**src/rtl/key_pkg.sv**
```systemverilog
`default_nettype none
// ------------------------------------------------------------------
// key_pkg : shared FSM encodings and defaults for the key filter.
// Rev 1.0
// ------------------------------------------------------------------
package key_pkg;

  // 20 ms of stable samples at 50 MHz
  localparam int CNT_MAX_DEFAULT = 1000000;

  typedef enum logic [1:0] {
    ST_IDLE       = 2'd0,
    ST_PRESS_FILT = 2'd1,
    ST_DOWN       = 2'd2,
    ST_REL_FILT   = 2'd3
  } key_state_e;

endpackage
`default_nettype wire

```
**src/rtl/key_filter_ch.sv**
```systemverilog
`default_nettype none
// ------------------------------------------------------------------
// key_filter_ch : synchroniser, debounce FSM and counter for one key.
// Optional: KEY_FILTER_TOGGLE_EN adds toggle_o. Rev 1.0
// ------------------------------------------------------------------
module key_filter_ch
  import key_pkg::*;
#(
  parameter int CNT_MAX        = CNT_MAX_DEFAULT,
  parameter bit KEY_ACTIVE_LOW = 1'b1
) (
  input  logic clk,
  input  logic rst,
  input  logic key_i,
  output logic level_o,
  output logic press_o,
  output logic release_o
`ifdef KEY_FILTER_TOGGLE_EN
  ,
  output logic toggle_o
`endif
);

  localparam int            CW       = (CNT_MAX > 1) ? $clog2(CNT_MAX) : 1;
  localparam logic [CW-1:0] CNT_LAST = CW'(CNT_MAX - 1);
  localparam logic          IDLE_PIN = KEY_ACTIVE_LOW;

  logic [1:0]    sync_q;
  logic          pressed;
  key_state_e    state_q, state_d;
  logic [CW-1:0] cnt_q, cnt_d;
  logic          level_q, level_d;
  logic          press_q, press_d;
  logic          release_q, release_d;

  // Preset to the released pin level so reset exit never looks like a press
  always_ff @(posedge clk or negedge rst) begin
    if (!rst) sync_q <= {2{IDLE_PIN}};
    else      sync_q <= {sync_q[0], key_i};
  end

  assign pressed = sync_q[1] ^ IDLE_PIN;

  always_comb begin
    state_d   = state_q;
    cnt_d     = cnt_q;
    level_d   = level_q;
    press_d   = 1'b0;
    release_d = 1'b0;
    case (state_q)
      ST_IDLE: begin
        if (pressed) begin
          state_d = ST_PRESS_FILT;
          cnt_d   = '0;
        end
      end
      ST_PRESS_FILT: begin
        if (!pressed) begin
          state_d = ST_IDLE;
        end else if (cnt_q == CNT_LAST) begin
          state_d = ST_DOWN;
          press_d = 1'b1;
          level_d = 1'b1;
        end else begin
          cnt_d = cnt_q + CW'(1);
        end
      end
      ST_DOWN: begin
        if (!pressed) begin
          state_d = ST_REL_FILT;
          cnt_d   = '0;
        end
      end
      ST_REL_FILT: begin
        if (pressed) begin
          state_d = ST_DOWN;
        end else if (cnt_q == CNT_LAST) begin
          state_d   = ST_IDLE;
          release_d = 1'b1;
          level_d   = 1'b0;
        end else begin
          cnt_d = cnt_q + CW'(1);
        end
      end
      default: state_d = ST_IDLE;
    endcase
  end

  always_ff @(posedge clk or negedge rst) begin
    if (!rst) begin
      state_q   <= ST_IDLE;
      cnt_q     <= '0;
      level_q   <= 1'b0;
      press_q   <= 1'b0;
      release_q <= 1'b0;
    end else begin
      state_q   <= state_d;
      cnt_q     <= cnt_d;
      level_q   <= level_d;
      press_q   <= press_d;
      release_q <= release_d;
    end
  end

  assign level_o   = level_q;
  assign press_o   = press_q;
  assign release_o = release_q;

`ifdef KEY_FILTER_TOGGLE_EN
  logic toggle_q;

  // Flips on the same edge that registers the press pulse
  always_ff @(posedge clk or negedge rst) begin
    if (!rst)         toggle_q <= 1'b0;
    else if (press_d) toggle_q <= ~toggle_q;
  end

  assign toggle_o = toggle_q;
`endif

endmodule
`default_nettype wire

```
**src/rtl/key_filter.sv**
```systemverilog
`default_nettype none
// ------------------------------------------------------------------
// key_filter : N-channel push-button debouncer with press/release pulses.
// Optional: KEY_FILTER_TOGGLE_EN adds key_toggle. Rev 1.0
// ------------------------------------------------------------------
module key_filter
  import key_pkg::*;
#(
  parameter int N_KEYS         = 4,
  parameter int CNT_MAX        = CNT_MAX_DEFAULT,
  parameter int KEY_ACTIVE_LOW = 1
) (
  input  logic              clk,
  input  logic              rst,
  input  logic [N_KEYS-1:0] key_in,
  output logic [N_KEYS-1:0] key_level,
  output logic [N_KEYS-1:0] key_press,
  output logic [N_KEYS-1:0] key_release
`ifdef KEY_FILTER_TOGGLE_EN
  ,
  output logic [N_KEYS-1:0] key_toggle
`endif
);

  for (genvar i = 0; i < N_KEYS; i++) begin : g_ch
    key_filter_ch #(
      .CNT_MAX        (CNT_MAX),
      .KEY_ACTIVE_LOW (KEY_ACTIVE_LOW != 0)
    ) u_ch (
      .clk       (clk),
      .rst       (rst),
      .key_i     (key_in[i]),
      .level_o   (key_level[i]),
      .press_o   (key_press[i]),
      .release_o (key_release[i])
`ifdef KEY_FILTER_TOGGLE_EN
      ,
      .toggle_o  (key_toggle[i])
`endif
    );
  end

endmodule
`default_nettype wire

```
**config.mk**
```make
export PLATFORM = sky130hd
export DESIGN_NAME = key_filter
export DESIGN_NICKNAME = d
export VERILOG_FILES = /design/src/rtl/key_pkg.sv /design/src/rtl/key_filter_ch.sv /design/src/rtl/key_filter.sv
export SDC_FILE = /design/constraint.sdc
export NUM_CORES = 1
export LEC_CHECK = 0
export ABC_AREA = 1
export BUFFER_PORTS_ARGS = -buffer_cell sky130_fd_sc_hd__buf_2
export CAP_MARGIN = 5
export CORE_MARGIN = 2
export CORE_UTILIZATION = 50
export CTS_CLUSTER_DIAMETER = 40
export DETAILED_ROUTE_END_ITERATION = 8
export PLACE_DENSITY = 0.66
export SYNTH_ARGS = -nofsm -noshare
export SYNTH_HDL_FRONTEND = slang
export SYNTH_SLANG_ARGS = --single-unit
export TNS_END_PERCENT = 100
```
**constraint.sdc**
```tcl
create_clock -name clk -period 3.8 [get_ports clk]
set_input_delay 0.19 -clock clk [delete_from_list [all_inputs] [get_ports clk]]
set_output_delay 0.19 -clock clk [all_outputs]
set_load 0.1 [all_outputs]
```
==> run metrics <==
status finished, final reports clean; Worst setup EP type flip-flop; Fill cells 1301; Worst path slowest cell dfrtp_1; hold crit path type flip-flop to flip-flop; fmax 454.2 MHz; # diodes 0; sequential fraction of the synthesis area 41.74%; dominant cell type by area after synthesis dfrtp_1; post-route minimum period 2.202 ns; Global Route Usage Sum 20.50%; Rows 41; P&R area growth vs syn 6.334%; Syn Std Cell Area 0.006499 mm2; Die W 118.0 um; Pre-antenna DRT Iters 5; H-tree levels 3; nets 952; Root Driver clkbuf_16; CP required 4.04 ns; Initial Util 51.29%; DRC violation total after the first TritonRoute iteration 350; largest net degree at the start of global routing 71; core area 0.01267 mm2; Final Hold Viols 0; Critical Setup Path Class flip-flop to flip-flop; PD cells 327.1 mW/mm2; global route total overflow 0; CTS buffer count 9; Post-synth top cells nand2_1 (331), nor2_1 (140), dfrtp_1 (100); final period utilization 57.94%; HPWL after DPL 9.479 mm; ys async rst share 100.0%; final instance area 0.006910 mm2; Post-DP Area 0.006564 mm2; crit path launch type flip-flop; EDFF count, synth 0; remaining antenna violation count after routing 0; post-synthesis net count 948; wirelength, routed 13.28 mm; Power Total 0.002260 W; initial antenna violation count 0; first-pass GRT wire length 23.57 mm; crit-path cells inv_2, nor2_1, nand2_1, nor2_1, nand3_2, nand2_2, inv_1, nand3_1, o21ai_1; Die ar. 0.01393 mm2; drc violations 0; most frequent CP cell nor2_1; Ys Warns 0; Syn Inst Count 938; post_cts resized 0; number of global-route vias before repair 5088; CTS Sinks 108; Setup TNS 0 ns; WL/cell 11.87 um; clock transition at the registers of the reported paths 0.07 ns; Syn Area/Cell 6.928 um2; Clock Skew 0.008043 ns; Vias/cell 4.871; Peak VDD IR 0.0003882 V; CP Max Fanout 33; Yosys top cell area share 38.51%; Clock Latency Late Sink 0.36 ns; die height 118.0 um; CTS tree yes; CTS max path bufs 2; Netlist cell types 36; layout cell share with drive strength beyond 1 6.969%; RSZ-0062 raised after global routing no; setup violators final 0; Pleak 3.099 nW; count of pins over their slew limit 0; number of top-level pins 18; Vias 5451; Yosys reg bits 108; Synth Flop Type dfrtp_1; top post-synthesis cells by area dfrtp_1 (39%), nand2_1 (19%), nor2_1 (8.1%), nand3_1 (7.0%), inv_1 (5.0%); Largest stage delay, worst path 0.75 ns; Crit path arrival time 2.44 ns; IO Port Bufs 17; max_slew headroom 43.01%; gpl congestion 0.9150; max-cap violations 0; most common cell in the netlist nand2_1; Worst Tran Pin Value 0.8548 ns
## critical path: cells and delay by family, from the launching register on
family | cells | cell delay [ns]
AND/OR/NAND/NOR | 6 | 0.98
AO/OA/AOI/OAI | 1 | 0.07
flip-flops | 1 | 0.75
buffers and inverters | 2 | 0.29
## cells by family after synthesis
kind of cell / count (synthesis) / share of synthesized area [%]
DFF: 108 / 41.74
and+or+nand+nor: 612 / 39.45
buffers and inverters: 122 / 9.338
xor gates and xnor gates: 23 / 3.100
AOI/OAI and AO/OA: 69 / 5.603
adders and majority gates: 4 / 0.7702
## flip-flops by register name, indices dropped and copies added, names as in the netlist, named ones only
signal	cells
g_ch.u_ch.press_o	4
g_ch.u_ch.release_o	4
g_ch.u_ch.cnt_q	80
g_ch.u_ch.level_o	4
g_ch.u_ch.state_q	4
g_ch.u_ch.sync_q	8
## cell usage in the layout, fill, tap and decap left out, types with 4 or more instances in the layout
| cell type | n |
|---|---|
| o21ai_0 | 46 |
| nand4_1 | 18 |
| inv_6 | 4 |
| dfstp_2 | 8 |
| o21bai_1 | 5 |
| or2_2 | 7 |
| dlygate4sd3_1 | 5 |
| and2_1 | 8 |
| clkbuf_16 | 9 |
| inv_1 | 86 |
| ha_1 | 4 |
| buf_2 | 16 |
| nor2_1 | 140 |
| dfrtp_1 | 100 |
| o21ai_1 | 16 |
| nand2_1 | 331 |
| xor2_1 | 20 |
| nand3_1 | 91 |
## path summary, 6_finish.rpt
check,start,endpoint,slack [ns],cells after the start
max,g_ch[3].u_ch.state_q[0]$_DFFE_PN0P_,g_ch[3].u_ch.cnt_q[0]$_DFFE_PN0P_,1.60,9
min,g_ch[0].u_ch.sync_q[0]$_DFF_PN1_,g_ch[0].u_ch.sync_q[1]$_DFF_PN1_,0.36,0
max reg2reg,g_ch[3].u_ch.state_q[0]$_DFFE_PN0P_,g_ch[3].u_ch.cnt_q[0]$_DFFE_PN0P_,1.60,9
min reg2reg,g_ch[0].u_ch.sync_q[0]$_DFF_PN1_,g_ch[0].u_ch.sync_q[1]$_DFF_PN1_,0.36,0
max in group asynchronous,rst,g_ch[1].u_ch.sync_q[1]$_DFF_PN1_,2.45,3
min in group asynchronous,rst,g_ch[2].u_ch.cnt_q[11]$_DFFE_PN0P_,0.49,2
## power breakdown
group / leakage (nW) / switching (W) / internal, W
Sequential: 1.46 / 0.0000297 / 0.00117
Clock: 0.150 / 0.000437 / 0.000515
Combinational: 1.48 / 0.0000755 / 0.0000291
Total: 3.10 / 0.000543 / 0.00172
## per-stage QoR
step	std cells	worst slack, ns	hold slack [ns]	util (%)
6_report	1119	1.598	0.3564	54.54
5_1_grt	1119	1.302	0.3625	54.54
4_1_cts	1119	1.577	0.3579	54.54
3_5_place_dp	1098	1.584	0.2962	51.80
3_3_place_gp	1098	1.627	0.2954	51.80
2_1_floorplan	938	2.183	-0.1056	-
## area by class of cell
cell class / instances / area [um2] / share of cell area, %
Tap cell: 172 / 215.2 / 3.114
Timing Repair Buffer: 24 / 152.6 / 2.209
Clock inverter: 7 / 71.32 / 1.032
Inverter: 91 / 354.1 / 5.124
Multi-Input combinational cell: 708 / 3179 / 46.01
Clock buffer: 9 / 225.2 / 3.259
Sequential cell: 108 / 2713 / 39.25
## metal layers
| metal | vias to the layer above | track usage, % | wire length (um) |
|---|---|---|---|
| li1 | 2940 | - | - |
| met1 | 2425 | 28.20 | 6606 |
| met2 | 77 | 32.70 | 6107 |
| met3 | 9 | 4.700 | 426 |
| met4 | 0 | 5.422 | 139 |
| met5 | - | 0 | 0 |
## what timing repair did
action	4_1_cts	5_1_grt
setup buffers	0	0
endpoints found under the hold margin	49	0
hold buffers	5	0
Note: power is estimated with default switching activity, not from simulation.
